[config.mk]
export PLATFORM = sky130hd
export DESIGN_NAME = rz_decode
export DESIGN_NICKNAME = d
export VERILOG_FILES = /design/src/rtl/ws2812_pkg.sv /design/src/rtl/rz_sync_edge.sv /design/src/rtl/rz_decode.sv
export SDC_FILE = /design/constraint.sdc
export NUM_CORES = 1
export LEC_CHECK = 0
export CAP_MARGIN = 25
export CORE_UTILIZATION = 44
export CTS_BUF_LIST = sky130_fd_sc_hd__clkbuf_8
export CTS_CLUSTER_DIAMETER = 40
export CTS_CLUSTER_SIZE = 25
export DETAILED_ROUTE_END_ITERATION = 16
export HOLD_SLACK_MARGIN = 0.02
export PLACE_DENSITY = 0.76
export SETUP_SLACK_MARGIN = 0.1
export SYNTH_ARGS = -nofsm -noshare
export SYNTH_HDL_FRONTEND = slang
export SYNTH_SLANG_ARGS = --single-unit
export TNS_END_PERCENT = 100
[constraint.sdc]
create_clock -name clk -period 2.6 [get_ports clk]
set_clock_uncertainty 0.1 [all_clocks]
set_input_delay 0.52 -clock clk [delete_from_list [all_inputs] [get_ports clk]]
set_output_delay 0.52 -clock clk [all_outputs]
set_load 0.01 [all_outputs]
[src/rtl/ws2812_pkg.sv]
// ws2812_pkg: WS2812 RZ line timing shared by the transmitter and the rz_decode receiver.
package ws2812_pkg;
   localparam int T_BIT        = 60;
   localparam int T0H          = 20;
   localparam int T1H          = 40;
   localparam int RESET_CYCLES = 2500;
   localparam int MIN_HIGH     = 8;
   localparam int THRESH_HIGH  = 30;
   localparam int MAX_HIGH     = 52;
   localparam int CNT_W        = 12;
   typedef enum logic {S_LOW, S_HIGH} state_t;
endpackage

[src/rtl/rz_sync_edge.sv]
// rz_sync_edge: two-flop synchronizer plus delay flop with rise/fall strobes.
module rz_sync_edge (
   input  logic clk,
   input  logic rst_n,
   input  logic d,
   output logic s,
   output logic rise,
   output logic fall
);
   logic m, s_d;
   always_ff @(posedge clk or negedge rst_n)
      if (!rst_n) {m, s, s_d} <= '0;
      else        {m, s, s_d} <= {d, m, s};
   assign rise = s & ~s_d;
   assign fall = ~s & s_d;
endmodule

[src/rtl/rz_decode.sv]
// rz_decode: WS2812 RZ receiver; times high pulses into bits, packs 24-bit GRB words
// and flags the low-time latch gap that ends a frame.
module rz_decode #(
   parameter int MIN_HIGH     = ws2812_pkg::MIN_HIGH,
   parameter int THRESH_HIGH  = ws2812_pkg::THRESH_HIGH,
   parameter int MAX_HIGH     = ws2812_pkg::MAX_HIGH,
   parameter int RESET_CYCLES = ws2812_pkg::RESET_CYCLES,
   parameter int CNT_W        = ws2812_pkg::CNT_W
) (
   input  logic        clk,
   input  logic        rst_n,
   input  logic        rz_in,
   output logic [23:0] rgb,
   output logic        rgb_valid,
   output logic [15:0] pixel_idx,
   output logic        frame_end,
   output logic        bit_err
);
   import ws2812_pkg::*;
   localparam logic [CNT_W-1:0] MIN_C = CNT_W'(MIN_HIGH);
   localparam logic [CNT_W-1:0] THR_C = CNT_W'(THRESH_HIGH);
   localparam logic [CNT_W-1:0] MAX_C = CNT_W'(MAX_HIGH);
   localparam logic [CNT_W-1:0] SAT_C = CNT_W'(MAX_HIGH + 1);
   localparam logic [CNT_W-1:0] RST_C = CNT_W'(RESET_CYCLES);
   logic             s, rise, fall;
   state_t           state;
   logic             gap_done;
   logic [CNT_W-1:0] hcnt, lcnt;
   logic [22:0]      sh;
   logic [4:0]       bit_cnt;
   logic [15:0]      word_cnt;
   logic             bit1, bit_ok;
   rz_sync_edge u_sync (
      .clk  (clk),
      .rst_n(rst_n),
      .d    (rz_in),
      .s    (s),
      .rise (rise),
      .fall (fall)
   );
   assign bit1   = hcnt > THR_C;
   assign bit_ok = hcnt >= MIN_C && hcnt <= MAX_C;
   always_ff @(posedge clk or negedge rst_n) begin
      if (!rst_n) begin
         state     <= S_LOW;
         gap_done  <= 1'b1;
         hcnt      <= '0;
         lcnt      <= '0;
         sh        <= '0;
         bit_cnt   <= '0;
         word_cnt  <= '0;
         rgb       <= '0;
         rgb_valid <= 1'b0;
         pixel_idx <= '0;
         frame_end <= 1'b0;
         bit_err   <= 1'b0;
      end else begin
         rgb_valid <= 1'b0;
         frame_end <= 1'b0;
         bit_err   <= 1'b0;
         if (state == S_LOW) begin
            if (rise) begin
               hcnt  <= CNT_W'(1);
               lcnt  <= '0;
               state <= S_HIGH;
            end else begin
               if (lcnt != RST_C) lcnt <= lcnt + 1'b1;
               // gap_done keeps an idle line from latching the same frame twice
               if (lcnt == RST_C && !gap_done) begin
                  frame_end <= 1'b1;
                  gap_done  <= 1'b1;
                  bit_err   <= bit_cnt != 5'd0;
                  bit_cnt   <= '0;
                  pixel_idx <= '0;
                  word_cnt  <= '0;
               end
            end
         end else if (fall) begin
            lcnt     <= CNT_W'(1);
            gap_done <= 1'b0;
            state    <= S_LOW;
            if (!bit_ok) begin
               bit_err <= 1'b1;
               if (hcnt > MAX_C) bit_cnt <= '0;
            end else begin
               sh <= {sh[21:0], bit1};
               if (bit_cnt == 5'd23) begin
                  rgb       <= {sh, bit1};
                  rgb_valid <= 1'b1;
                  bit_cnt   <= '0;
                  pixel_idx <= word_cnt;
                  if (word_cnt != 16'hFFFF) word_cnt <= word_cnt + 1'b1;
               end else begin
                  bit_cnt <= bit_cnt + 1'b1;
               end
            end
         end else if (hcnt != SAT_C) begin
            hcnt <= hcnt + 1'b1;
         end
      end
   end
endmodule

; Yosys cells after proc, flatten, opt, wreduce, memory -nomap -nowiden
; Index checks and enable logic that the tools add are counted.
[classes]
addsub = 4
n_lt_le_gt_ge = 4
eq_ne = 13
n_mux = 45
bitwise_logic = 4
reduce_logical = 15
[op_table]
columns = cell, count
row1 = 16-bit 2-to-1 mux, 11
row2 = 12-bit 2-to-1 mux, 8
row3 = 5-bit 2-to-1 mux, 7
row4 = 12-bit by 1-bit adder with 12-bit output (second input constant), 2
row5 = 1-bit 2-to-1 mux, 19
row6 = 16-bit by 1-bit adder with 16-bit output (second input constant), 1
row7 = 16-bit inequality test (second input constant), 1
row8 = 12-bit equality test (second input constant), 1
row9 = 12-bit by 4-bit >= comparator with 1-bit output (second input constant), 1
row10 = 12-bit by 5-bit greater-than comparator with 1-bit output (second input constant), 1
row11 = 12-bit by 6-bit greater-than comparator with 1-bit output (second input constant), 1
row12 = 12-bit by 6-bit less-or-equal comparator with 1-bit output (second input constant), 1
row13 = 12-bit inequality test (second input constant), 1
row14 = 12-bit by 6-bit inequality test with 1-bit output (second input constant), 1
row15 = 2-bit by 1-bit inequality test with 1-bit output (second input constant), 5
row16 = 3-bit AND reduction, 3
row17 = 4-bit AND reduction, 2
row18 = 6-bit AND reduction, 1
row19 = 5-bit by 1-bit adder with 5-bit output (second input constant), 1
row20 = 5-bit equality test (second input constant), 1
row21 = 5-bit AND reduction, 1
row22 = 5-bit nonzero test, 1
row23 = 2-bit inequality test (second input constant), 2
row24 = 2-bit nonzero test, 2
row25 = other kinds (7), 10
[totals]
register_bits = 116
in_bits = 3
output_inout_bits = 43
elab_cells = 100

; Logic depth before layout (Yosys ltp)
; Gate-level depths: netlist of the first run.
[logic_depth]
ltp_word = 6
mapped_depth = 9
mapped_depth_nobuf = 8

; Hierarchy
; Synthesis of the first run repeated with hierarchy kept, for this count alone.
[hier_totals]
cells_unflattened = 489
hier_area_um2 = 5335.1
[modules_own_cells]
columns = mod, n_inst, cells_per_inst, area_each_um2, seq_area_each_um2
row1 = rz_decode, 1, 484, 5245.0, 2829.0
row2 = rz_sync_edge, 1, 5, 90.1, 75.1

; Least setup slack after synthesis of the first run
; OpenSTA, ideal clock, no wires.
[synth_timing]
path_type = register to register
start = register hcnt[0]
end = register sh[10]
setup_time_ns = 0.125
arrival_ns = 2.131
required_time_ns = 2.375
setup_slack_ns = 0.244
path_stages_with_launch = 9
n_path_buf = 1
synth_period_minus_slack_ns = 2.356
cell_sequence = dfrtp_1 inv_1 ha_1 nand2b_1 a21oi_1 nor3_2 nand3_2 clkbuf_1 mux2_2
[synth_via]
elab_chain_cells = 3
elab_cells_between_ends = 4
classes_between = order compare: 2 / reduce/logical: 2
[synth_lines]
columns = element, line
row1 = start: declaration, rz_decode.sv:28  ; logic [CNT_W-1:0] hcnt, lcnt;
row2 = start signal: assignment, rz_decode.sv:98  ; hcnt <= hcnt + 1'b1;
row3 = 12-bit by 4-bit >= comparator with 1-bit output or 12-bit by 6-bit less-or-equal comparator with 1-bit output (tied branches), rz_decode.sv:42  ; assign bit_ok = hcnt >= MIN_C && hcnt <= MAX_C;
row4 = 1-bit logical AND (*), rz_decode.sv:42
row5 = 3-bit AND reduction (no source line) (*), n/a
row6 = end signal: assignment, rz_decode.sv:86  ; sh <= {sh[21:0], bit1};
row7 = end: declaration, rz_decode.sv:29  ; logic [22:0] sh;
; Mark *: on every way between the ends. The rest lies on a longest branch, timed or not.
; A chain may end at the register's enable or synchronous reset.

; Worst setup path in the final report of the first run
[layout_timing]
start = register hcnt[7]
end = register word_cnt[5]
[layout_via]
elab_chain_cells = 4
elab_cells_between_ends = 5
classes_between = order compare: 2 / eq/ne: 1 / reduce/logical: 2
[layout_lines]
columns = element, line
row1 = 12-bit by 4-bit >= comparator with 1-bit output or 12-bit by 6-bit less-or-equal comparator with 1-bit output (tied branches), rz_decode.sv:42
row2 = 1-bit logical AND (*), rz_decode.sv:42
row3 = 2-bit by 1-bit inequality test with 1-bit output (no source line) (*), n/a
row4 = 6-bit AND reduction (no source line) (*), n/a
row5 = end signal: assignment, rz_decode.sv:92  ; if (word_cnt != 16'hFFFF) word_cnt <= word_cnt + 1'b1;
row6 = end: declaration, rz_decode.sv:31  ; logic [15:0] word_cnt;
; Marked as above.

==> results of run 1 <==
-- worst max-delay path, stage by stage, from the launching register on --
cell and delay (ns):
dfrtp_1 0.43, nor4_2 0.32, nand2_2 0.16, o41ai_4 0.50, nand3_4 0.16, or4_1 0.41, a21oi_1 0.16
-- power breakdown --
group	total, W	switching, W	internal, W
logic	0.000403	0.000245	0.000158
clock network	0.00195	0.000695	0.00126
registers	0.00197	0.0000923	0.00188
-- cell families (layout without fill, tap and decap cells) --
family | after synthesis | count (layout)
DFF | 116 | 116
xor gates and xnor gates | 32 | 32
adders and majority gates | 9 | 9
buffers and inverters | 28 | 102
AOI/OAI and AO/OA | 52 | 52
muxes | 45 | 45
and+or+nand+nor | 191 | 191
-- timing repair --
action,CTS,global route
hold endpoints to repair,39,0
resized for setup,0,2
endpoints found under the setup margin,0,3
hold buffers,1,0
-- sequential cells by signal, summed over array words and instances (netlist names), 5 cells and up --
name / cells
rgb: 24
sh: 23
pixel_idx: 16
word_cnt: 16
hcnt: 12
lcnt: 12
bit_cnt: 5
-- cell usage in the layout, fill, tap and decap left out, drive strengths merged, types with 4 or more instances in the layout --
| cell type | instances |
|---|---|
| dfrtp | 115 |
| and3 | 6 |
| inv | 12 |
| nand4 | 14 |
| clkdlybuf4s50 | 44 |
| clkbuf | 22 |
| nor4 | 5 |
| nand2 | 64 |
| buf | 15 |
| nor3 | 7 |
| mux2 | 45 |
| nand3 | 21 |
| bufinv | 5 |
| xor2 | 27 |
| nand4b | 4 |
| nor2 | 53 |
| ha | 9 |
| nand2b | 4 |
| xnor2 | 5 |
| o21ai | 26 |
| a21oi | 6 |
-- cell usage after synthesis (2+ instances only) --
cell type	n	area, sq um
buf_4	2	15.01
nand4b_1	4	35.03
and2_1	3	18.77
clkbuf_1	13	48.80
nor3_1	6	30.03
a21oi_1	6	30.03
nor4_1	4	25.02
xor2_1	27	236.5
a21o_1	2	15.01
nand4_1	14	87.58
o31ai_1	3	22.52
o31a_1	2	17.52
o22a_1	2	17.52
nor2b_1	3	18.77
nand3_1	19	95.09
and3_1	6	37.54
inv_1	12	45.04
nand2_1	63	236.5
a31oi_1	3	18.77
ha_1	9	112.6
xnor2_1	5	43.79
a211oi_1	2	15.01
o21ai_0	25	125.1
mux2_2	45	506.7
nand2b_1	4	25.02
dfrtp_1	115	2878
nor2_1	52	195.2
-- area by class of cell --
type,instances,area [sq um]
Timing Repair Buffer,60,600.6
Tap cell,143,178.9
Sequential cell,116,2904
Multi-Input combinational cell,329,2183
Inverter,12,45.04
Clock inverter,8,171.4
Fill cell,895,5081
Clock buffer,22,302.8
-- stage by stage --
| stage | instances | setup WS [ns] | power (W) | cell area [sq um] |
|---|---|---|---|---|
| floorplan | 473 | 0.2441 | 0.002255 | 5189 |
| global placement | 659 | 0.3382 | 0.002383 | 5889 |
| detailed placement | 659 | 0.2788 | 0.002404 | 5889 |
| CTS | 690 | 0.2557 | 0.004364 | 6374 |
| global route | 690 | 0.1086 | 0.004519 | 6386 |
| finish | 690 | 0.2702 | 0.004330 | 6386 |
-- metal layers --
layer | GRT usage (%) | share of wire [%] | routed length (um)
met3 | 4.171 | 3.4 | 324
met1 | 20.49 | 45 | 4226
met5 | 0 | 0 | 0
met2 | 27.91 | 51 | 4806
met4 | 7.289 | 1.4 | 132
-- worst paths after layout --
path,cells past startpoint,slack (ns),to
worst max-delay path,6,0.27,word_cnt[5]
worst max register to register,6,0.27,word_cnt[5]
max in group asynchronous,3,1.17,gap_done
worst min-delay path,0,0.26,u_sync.s
min in group asynchronous,2,0.51,rgb[7]
worst min register to register,0,0.26,u_sync.s
==> parameters.txt, run 1 <==
Parameter                              Value

STA
  Final Cycle Share ... 89.61%
  Number of slew-limit violations in the final report ... 0
  Setup repair after global routing missed its margin ... false
  Final Setup Violations ... 0
  Worst slack on hold paths ... 0.2645 ns
  Slew margin rel. ... 61.91%
  Setup Total Neg Slack ... 0 ns
  F_max ... 429.2 MHz
  Final period demand of the worst path ... 2.330 ns
  Final hold violation count ... 0
  Transition time at the pin with the least slew margin ... 0.5670 ns

Layout
  Antenna cells ... 0
  Share of the core filled with cells ... 55.69%
  Proportion of layout cells with a drive suffix above 1 ... 18.83%
  Nets ... 548
  Area Overhead vs Synth ... 23.08%

Synth
  Adder and majority gate portion of the synthesized area ... 2.170%
  Total of warnings raised by yosys ... 0
  Proportion of synthesized chip area in sequential cells ... 55.97%
  Netlist area before placement ... 5189 sq um
  Cells after Synth ... 473
  Dominant combinational cell family by area after synthesis ... simple AND/OR/NAND/NOR gates
  Register bit total from synthesis ... 116
  Mean post-synth cell area ... 10.97 sq um
  Post-Syn Nets ... 485
  Most instantiated flip-flop cell in the synthesis netlist ... dfrtp_1
  Distinct cells, synth ... 49
  Basic-gate share of the synthesized area counting and, or, nand and nor cells ... 18.01%
  Post-synth EDFFs ... 0
  Post-synthesis mux area share ... 9.766%
  Fraction of the mapped netlist area in compound gates ... 6.487%
  Xor and xnor area share after synthesis ... 5.401%
  Async set-or-reset flop fraction in the synthesized netlist ... 100.0%

Clock tree
  Register clock-pin slew on the reported worst setup and hold paths ... 0.07 ns
  CTS buffer count ... 17
  Clock latency reported for the late side of the worst-skew pair ... 0.43 ns
  Post-CTS Repair Setup Buffers ... 0
  CTS sink cnt ... 116
  Max clock buf depth ... 2
  Clock root cell ... clkbuf_8
  CTS H-tree lvls ... 4
  CTS tree ... built

Die
  Starting utilization of the core area ... 45.25%
  Cell Rows ... 39
  Die width ... 110.6 um
  Area inside the core boundary ... 11470 sq um
  Boundary pin count ... 46
  Floorplan die area ... 12230 sq um
  Y dimension of the die ... 110.6 um

Critical path
  Highest fanout seen on the critical path ... 8
  Type of the worst setup path ... register to register
  Worst setup EP type ... register
  Required time reported for the critical path endpoint ... 2.85 ns
  Beginning of the worst register-to-register path ... hcnt[7]
  Critical Path Start Type ... register
  Critical path origin ... hcnt[7]
  Arrival time worst endpoint ... 2.58 ns

Routing
  Pre-antenna DRT Iters ... 7
  Wire length reported by the detailed router ... 9489 um
  Drt wl/cell ... 13.75 um
  Antenna-violating nets left ... 0
  Number of vias per cell ... 5.290
  Detailed Route Iter0 Violations ... 215
  Via count ... 3650
  DRC violations left ... 0

GRT
  Total grt overflow ... 0
  Initial antenna violation count ... 0
  Pin count of the biggest net entering global routing ... 43
  First-pass GRT wire length ... 16710 um
  Global routing usage summed across all routing layers ... 16.71%
  Number of global-route vias before repair ... 3658

Power
  Cell area power density ... 678.0 nW/um^2
  Leakage power ... 2.922 nW
  Worst IR Drop VDD ... 0.3615 mV

Job
  Number of max-capacitance violations reported ... 0

Run status
  Status ... complete, no violations

Min path
  Path class of the lowest-slack min-delay path ... register to register
  Hold path startpoint ... u_sync.m

Place
  Placed wire-length estimate ... 6326 um
  Routability cong. ... 0.8182
  Count of buffers from port buffering ... 45
No activity file was read; power rests on OpenSTA's default activity.
==> run 2, diff against run 1 <==
--- a/config.mk
+++ b/config.mk
@@ -6,13 +6,13 @@
 export NUM_CORES = 1
 export LEC_CHECK = 0
 export CAP_MARGIN = 25
-export CORE_UTILIZATION = 44
+export CORE_UTILIZATION = 60
 export CTS_BUF_LIST = sky130_fd_sc_hd__clkbuf_8
 export CTS_CLUSTER_DIAMETER = 40
 export CTS_CLUSTER_SIZE = 25
 export DETAILED_ROUTE_END_ITERATION = 16
 export HOLD_SLACK_MARGIN = 0.02
-export PLACE_DENSITY = 0.76
+export PLACE_DENSITY_LB_ADDON = 0.12
 export SETUP_SLACK_MARGIN = 0.1
 export SYNTH_ARGS = -nofsm -noshare
 export SYNTH_HDL_FRONTEND = slang
==> run 2 against run 1 <==
  * Critical endpoint unchanged
  * Power fell by 6.3%
  * Die area down 26%
  * Sequential power is essentially flat
  * Flip-flop and latch count is the same
  * Fmax shrank 0.60%
  * Sequential share of layout area increased by 0.91 points
  * Utilization rose by 20 points
  * Via count decreased by 1.1%
  * Worst hold slack worse by 0.0068 ns
==> parameters.txt, run 2 (same netlist as run 1, synthesis figures left out) <==
Parameter                              Value

GRT
  Met3 Resource Use GR ... 5.153%
  Met2 Usage GRT ... 39.57%
  First-pass GRT wire length ... 16420 um
  GRT met1 Usage ... 30.03%
  Total grt overflow ... 0
  Pin count of the biggest net entering global routing ... 45
  Number of global-route vias before repair ... 3639
  Most crowded layer after global routing ... met2
  Global routing usage summed across all routing layers ... 23.71%
  Initial antenna violation count ... 0

STA
  Worst slack on hold paths ... 0.2577 ns
  Number of slew-limit violations in the final report ... 0
  Final period demand of the worst path ... 2.344 ns
  F_max ... 426.7 MHz
  Setup Total Neg Slack ... 0 ns
  Final Setup Violations ... 0
  Transition time at the pin with the least slew margin ... 0.6374 ns
  Slew margin rel. ... 57.11%
  Setup repair after global routing missed its margin ... false
  Final Cycle Share ... 90.15%
  Final hold violation count ... 0

Layout
  Largest register by flop count ... rgb
  Number of flip-flops under the largest register name ... 24
  Antenna cells ... 0
  Proportion of layout cells with a drive suffix above 1 ... 18.80%
  Fill cells ... 600
  Most common library cell in the layout ignoring fill and taps ... dfrtp_1
  Multi-input gate area in the final layout ... 2171 sq um
  Register Area ... 2904 sq um
  Nets ... 547
  Commonest cells after routing, fill and taps aside ... 115 x dfrtp_1, 63 x nand2_1, 52 x nor2_1
  Top Registers ... rgb: 24 flops, sh: 23 flops
  Area Overhead vs Synth ... 20.67%

Die
  Floorplan die area ... 9024 sq um
  Cell Rows ... 33
  Die width ... 95.00 um
  Area inside the core boundary ... 8299 sq um
  Y dimension of the die ... 95.00 um
  Boundary pin count ... 46
  Starting utilization of the core area ... 62.52%

Min path
  Path class of the lowest-slack min-delay path ... register to register

Routing
  Antenna-violating nets left ... 0
  Number of vias per cell ... 5.527
  Drt wl/cell ... 14.65 um
  Wire length reported by the detailed router ... 9569 um
  Via count ... 3609
  Detailed Route Iter0 Violations ... 179
  DRC violations left ... 0
  Pre-antenna DRT Iters ... 4

Clock tree
  Max clock buf depth ... 2
  Register clock-pin slew on the reported worst setup and hold paths ... 0.07 ns
  CTS tree ... built
  Clock root cell ... clkbuf_8
  CTS H-tree lvls ... 4
  CTS buffer count ... 17
  Quantity of hold-fixing buffers added after cts ... 1
  CTS sink cnt ... 116
  Cts repair resizes ... 0
  Post-CTS Repair Setup Buffers ... 0
  Clock latency reported for the late side of the worst-skew pair ... 0.42 ns

Critical path
  Worst setup EP type ... register
  Arrival time worst endpoint ... 2.58 ns
  Cell type group with the largest total delay on the critical path ... compound AO/OA/AOI/OAI gates
  CP peak stage delay ... 0.46 ns
  Worst path cell trace ... inv_1, ha_1, nand2b_1, a21oi_1, o41ai_4, nand3_4, or4_1, a21oi_1
  Reg-to-reg setup timing slack ... 0.26 ns
  Worst Path Buf+Inv ... 1
  Cell with the largest stage delay on the worst path ... o41ai_4
  Type of the worst setup path ... register to register
  Required time reported for the critical path endpoint ... 2.84 ns
  Critical Path Start Type ... register
  Highest fanout seen on the critical path ... 8
  Cell type with the highest occurrence count on the critical path ... a21oi_1

Place
  Placed wire-length estimate ... 6409 um
  Routability cong. ... 0.8494
  Count of buffers from port buffering ... 45

Power
  Cell area power density ... 647.8 nW/um^2
  Leakage power ... 2.883 nW
  Total Power Consumption ... 0.004056 W
  Worst IR Drop VDD ... 0.4884 mV

Run status
  Status ... complete, no violations

Job
  Number of max-capacitance violations reported ... 0
==> run 2: changes by cell type in the layout (fill, tap and decap cells not counted), sizes merged <==
cell and delta:
bufinv -3, clkinv +3, inv +6, clkbuf -5
clkinvlp +1, buf -1
==> run 2: path summary, 6_finish.rpt <==
path,startpoint,cells past startpoint,endpoint
worst max register to register,hcnt[0],8,word_cnt[5]
worst min-delay path,u_sync.m,0,u_sync.s
worst min register to register,u_sync.m,0,u_sync.s
max in group asynchronous,rst_n,3,gap_done
worst max-delay path,hcnt[0],8,word_cnt[5]
min in group asynchronous,rst_n,2,pixel_idx[13]
==> run 2: layout make-up <==
| class | instances | area share [%] |
|---|---|---|
| timing repair buffer | 59 | 9.672 |
| multi-input combinational | 329 | 34.67 |
| inverter | 12 | 0.7194 |
| tap | 105 | 2.098 |
| clock inverter | 15 | 2.718 |
| sequential | 116 | 46.38 |
| clock buffer | 17 | 3.737 |
==> run 2: worst register-to-register path: cells and delay by family, from the launching register on <==
| family | cells | cell delay (ns) |
|---|---|---|
| AND/OR/NAND/NOR | 3 | 0.67 |
| flip-flops | 1 | 0.44 |
| buffers and inverters | 1 | 0.14 |
| AO/OA/AOI/OAI | 3 | 0.76 |
| adder cells (fa/ha/maj) | 1 | 0.15 |
==> run 2: report_power, final <==
group / total (W) / internal [W] / leakage (nW) / switching (W)
combinational: 0.000403 / 0.000158 / 1.09 / 0.000245
sequential: 0.00197 / 0.00188 / 1.60 / 0.0000946
clock: 0.00168 / 0.000876 / 0.200 / 0.000804
==> run 2: metrics by stage <==
step	area [sq um]	utilization [%]	std cells	setup slack [ns]
after floorplan	5189	-	473	0.2441
after global placement	5847	70.45	620	0.3507
after detailed placement	5847	70.45	620	0.2871
after CTS	6261	75.44	653	0.2618
after global routing	6261	75.44	653	0.1025
final	6261	75.44	653	0.2562
==> run 2: metal layers <==
metal,wire [um],up-vias
met5,0,-
met4,97,0
met3,337,10
met2,4794,70
met1,4339,1770
li1,-,1759
==> run 3, diff against run 2 <==
--- a/config.mk
+++ b/config.mk
@@ -6,8 +6,7 @@
 export NUM_CORES = 1
 export LEC_CHECK = 0
 export CAP_MARGIN = 25
-export CORE_UTILIZATION = 60
-export CTS_BUF_LIST = sky130_fd_sc_hd__clkbuf_8
+export CORE_UTILIZATION = 57
 export CTS_CLUSTER_DIAMETER = 40
 export CTS_CLUSTER_SIZE = 25
 export DETAILED_ROUTE_END_ITERATION = 16
==> run 3 against run 2 <==
  * Power increased by 17%
  * Final area grew 3.5%
  * Final cell count up 0.77%
  * Fmax grew 0.34%
  * Sequential power is essentially flat
  * First-iteration DRC count is 5.6% lower
  * Clock power is 41% higher
  * Count of clock-buffer cells in the layout grew 1
  * Combinational power is 3% higher
  * Routed wire length rose by 6.5%
  * Worst setup slack better by 0.0080 ns
  * Sequential share of layout area is 1.6 points lower
  * Critical path type unchanged
==> parameters.txt, run 3 (same netlist as run 1, synthesis figures left out) <==
Parameter                              Value

Routing
  Drt wl/cell ... 15.49 um
  Pre-antenna DRT Iters ... 5
  Via count ... 3672
  DRC violations left ... 0
  Wire length reported by the detailed router ... 10190 um
  Number of vias per cell ... 5.581
  Antenna-violating nets left ... 0
  Detailed Route Iter0 Violations ... 169

Clock tree
  CTS H-tree lvls ... 4
  CTS sink cnt ... 116
  Register clock-pin slew on the reported worst setup and hold paths ... 0.06 ns
  Clock root cell ... clkbuf_8
  CTS buffer count ... 17
  Clock latency reported for the late side of the worst-skew pair ... 0.52 ns
  CTS tree ... built
  Post-CTS Repair Setup Buffers ... 0
  Max clock buf depth ... 2

GRT
  Total grt overflow ... 0
  First-pass GRT wire length ... 17600 um
  Met3 Resource Use GR ... 5.396%
  GRT met1 Usage ... 30.85%
  Pin count of the biggest net entering global routing ... 54
  Initial antenna violation count ... 0
  Global routing usage summed across all routing layers ... 23.56%
  Met2 Usage GRT ... 37.87%
  Most crowded layer after global routing ... met2
  Number of global-route vias before repair ... 3667

Layout
  Most common library cell in the layout ignoring fill and taps ... dfrtp_1
  Largest register by flop count ... rgb
  Register Area ... 2904 sq um
  Top Registers ... rgb: 24 flops, sh: 23 flops
  Area Overhead vs Synth ... 24.89%
  Proportion of layout cells with a drive suffix above 1 ... 19.27%
  Multi-input gate area in the final layout ... 2182 sq um
  Fill cells ... 600
  Number of flip-flops under the largest register name ... 24
  Nets ... 549
  Antenna cells ... 0
  Commonest cells after routing, fill and taps aside ... 115 x dfrtp_1, 63 x nand2_1, 52 x nor2_1
  Non-Filler Instances ... 658

Die
  Y dimension of the die ... 97.41 um
  Boundary pin count ... 46
  Area inside the core boundary ... 8763 sq um
  Cell Rows ... 34
  Starting utilization of the core area ... 59.21%
  Die width ... 97.41 um
  Floorplan die area ... 9489 sq um

STA
  Final hold violation count ... 0
  Final period demand of the worst path ... 2.336 ns
  Final Cycle Share ... 89.84%
  Number of slew-limit violations in the final report ... 0
  Worst slack on hold paths ... 0.2592 ns
  F_max ... 428.1 MHz
  Setup repair after global routing missed its margin ... true
  Setup Total Neg Slack ... 0 ns
  Final Setup Violations ... 0
  Transition time at the pin with the least slew margin ... 0.6885 ns
  Slew margin rel. ... 54.10%

Power
  Cell area power density ... 734.6 nW/um^2
  Relative contribution of combinational cells to total power ... 8.7%
  Part of the power in registers ... 41.5%
  Worst IR Drop VDD ... 0.5610 mV
  Net switching power of the design ... 0.001224 W
  Internal portion of total power ... 0.003536 W
  Fraction of power spent switching nets ... 25.72%
  Portion of total power attributed to the clock network ... 49.7%
  Leakage power ... 2.979 nW

Critical path
  Type of the worst setup path ... register to register
  Worst setup EP type ... register
  Required time reported for the critical path endpoint ... 2.89 ns
  Critical path origin ... hcnt[0]
  Arrival time worst endpoint ... 2.62 ns
  Reg-to-reg setup timing slack ... 0.26 ns
  Critical Path Start Type ... register
  Highest fanout seen on the critical path ... 32
  Beginning of the worst register-to-register path ... hcnt[0]

Job
  Number of max-capacitance violations reported ... 0

Place
  Placed wire-length estimate ... 6387 um
  Cell total after placement ... 625
  Count of buffers from port buffering ... 45
  Routability cong. ... 0.8344

Min path
  Path class of the lowest-slack min-delay path ... register to register
  Hold path startpoint ... u_sync.m

Run status
  Status ... complete, no violations
## run 3: layer usage
layer  share of wire (%)  up-vias
met5                   0        -
met4                 1.7        0
met3                 3.5       17
met2                  50       88
met1                  45     1799
li1                    -     1768
## run 3: what timing repair did
action | CTS | global route
hold endpoints to repair | 49 | 0
endpoints found under the setup margin | 0 | 19
hold buffers | 1 | 0
resized for setup | 0 | 2
## run 3: worst paths after layout
check	to	cells past startpoint
worst max-delay path	pixel_idx[1]	10
worst min-delay path	u_sync.s	0
worst max register to register	pixel_idx[1]	10
worst min register to register	u_sync.s	0
max in group asynchronous	sh[18]	3
min in group asynchronous	pixel_idx[12]	2
## run 3: worst max-delay path, cell delays in order, from the launching register on
cell and delay [ns]:
dfrtp_1 0.44, inv_1 0.14, ha_1 0.15, nand2b_1 0.11, a21oi_2 0.09, o41ai_4 0.41
buf_4 0.27, nand2_1 0.08, buf_4 0.23, nand2_1 0.10, o21ai_0 0.09
## run 3: cell type report
class                      instances  area share (%)
clock buffer                      18           6.604
clock inverter                    14           2.742
inverter                          12          0.6951
multi-input combinational        329           33.67
sequential                       116           44.82
tap                              108           2.085
timing repair buffer              61           9.384
## run 3: power by group through the flow
| stage | Clock (W) | Sequential [W] | Combinational [W] |
|---|---|---|---|
| finish | 0.00237 | 0.00198 | 0.000416 |
| CTS | 0.00239 | 0.00198 | 0.000415 |
| global placement | 0 | 0.00200 | 0.000390 |
| global route | 0.00248 | 0.00199 | 0.000476 |
| detailed placement | 0 | 0.00200 | 0.000404 |
| floorplan | 0 | 0.00198 | 0.000272 |
## run 3: metrics by stage
step | utilization, % | power (W) | setup slack [ns] | cell area [sq um]
final | 73.94 | 0.004760 | 0.2642 | 6480
after global routing | 73.94 | 0.004944 | 0.08141 | 6480
after CTS | 73.82 | 0.004779 | 0.2089 | 6469
after detailed placement | 66.79 | 0.002407 | 0.2442 | 5853
after global placement | 66.79 | 0.002389 | 0.3195 | 5853
after floorplan | - | 0.002255 | 0.2441 | 5189
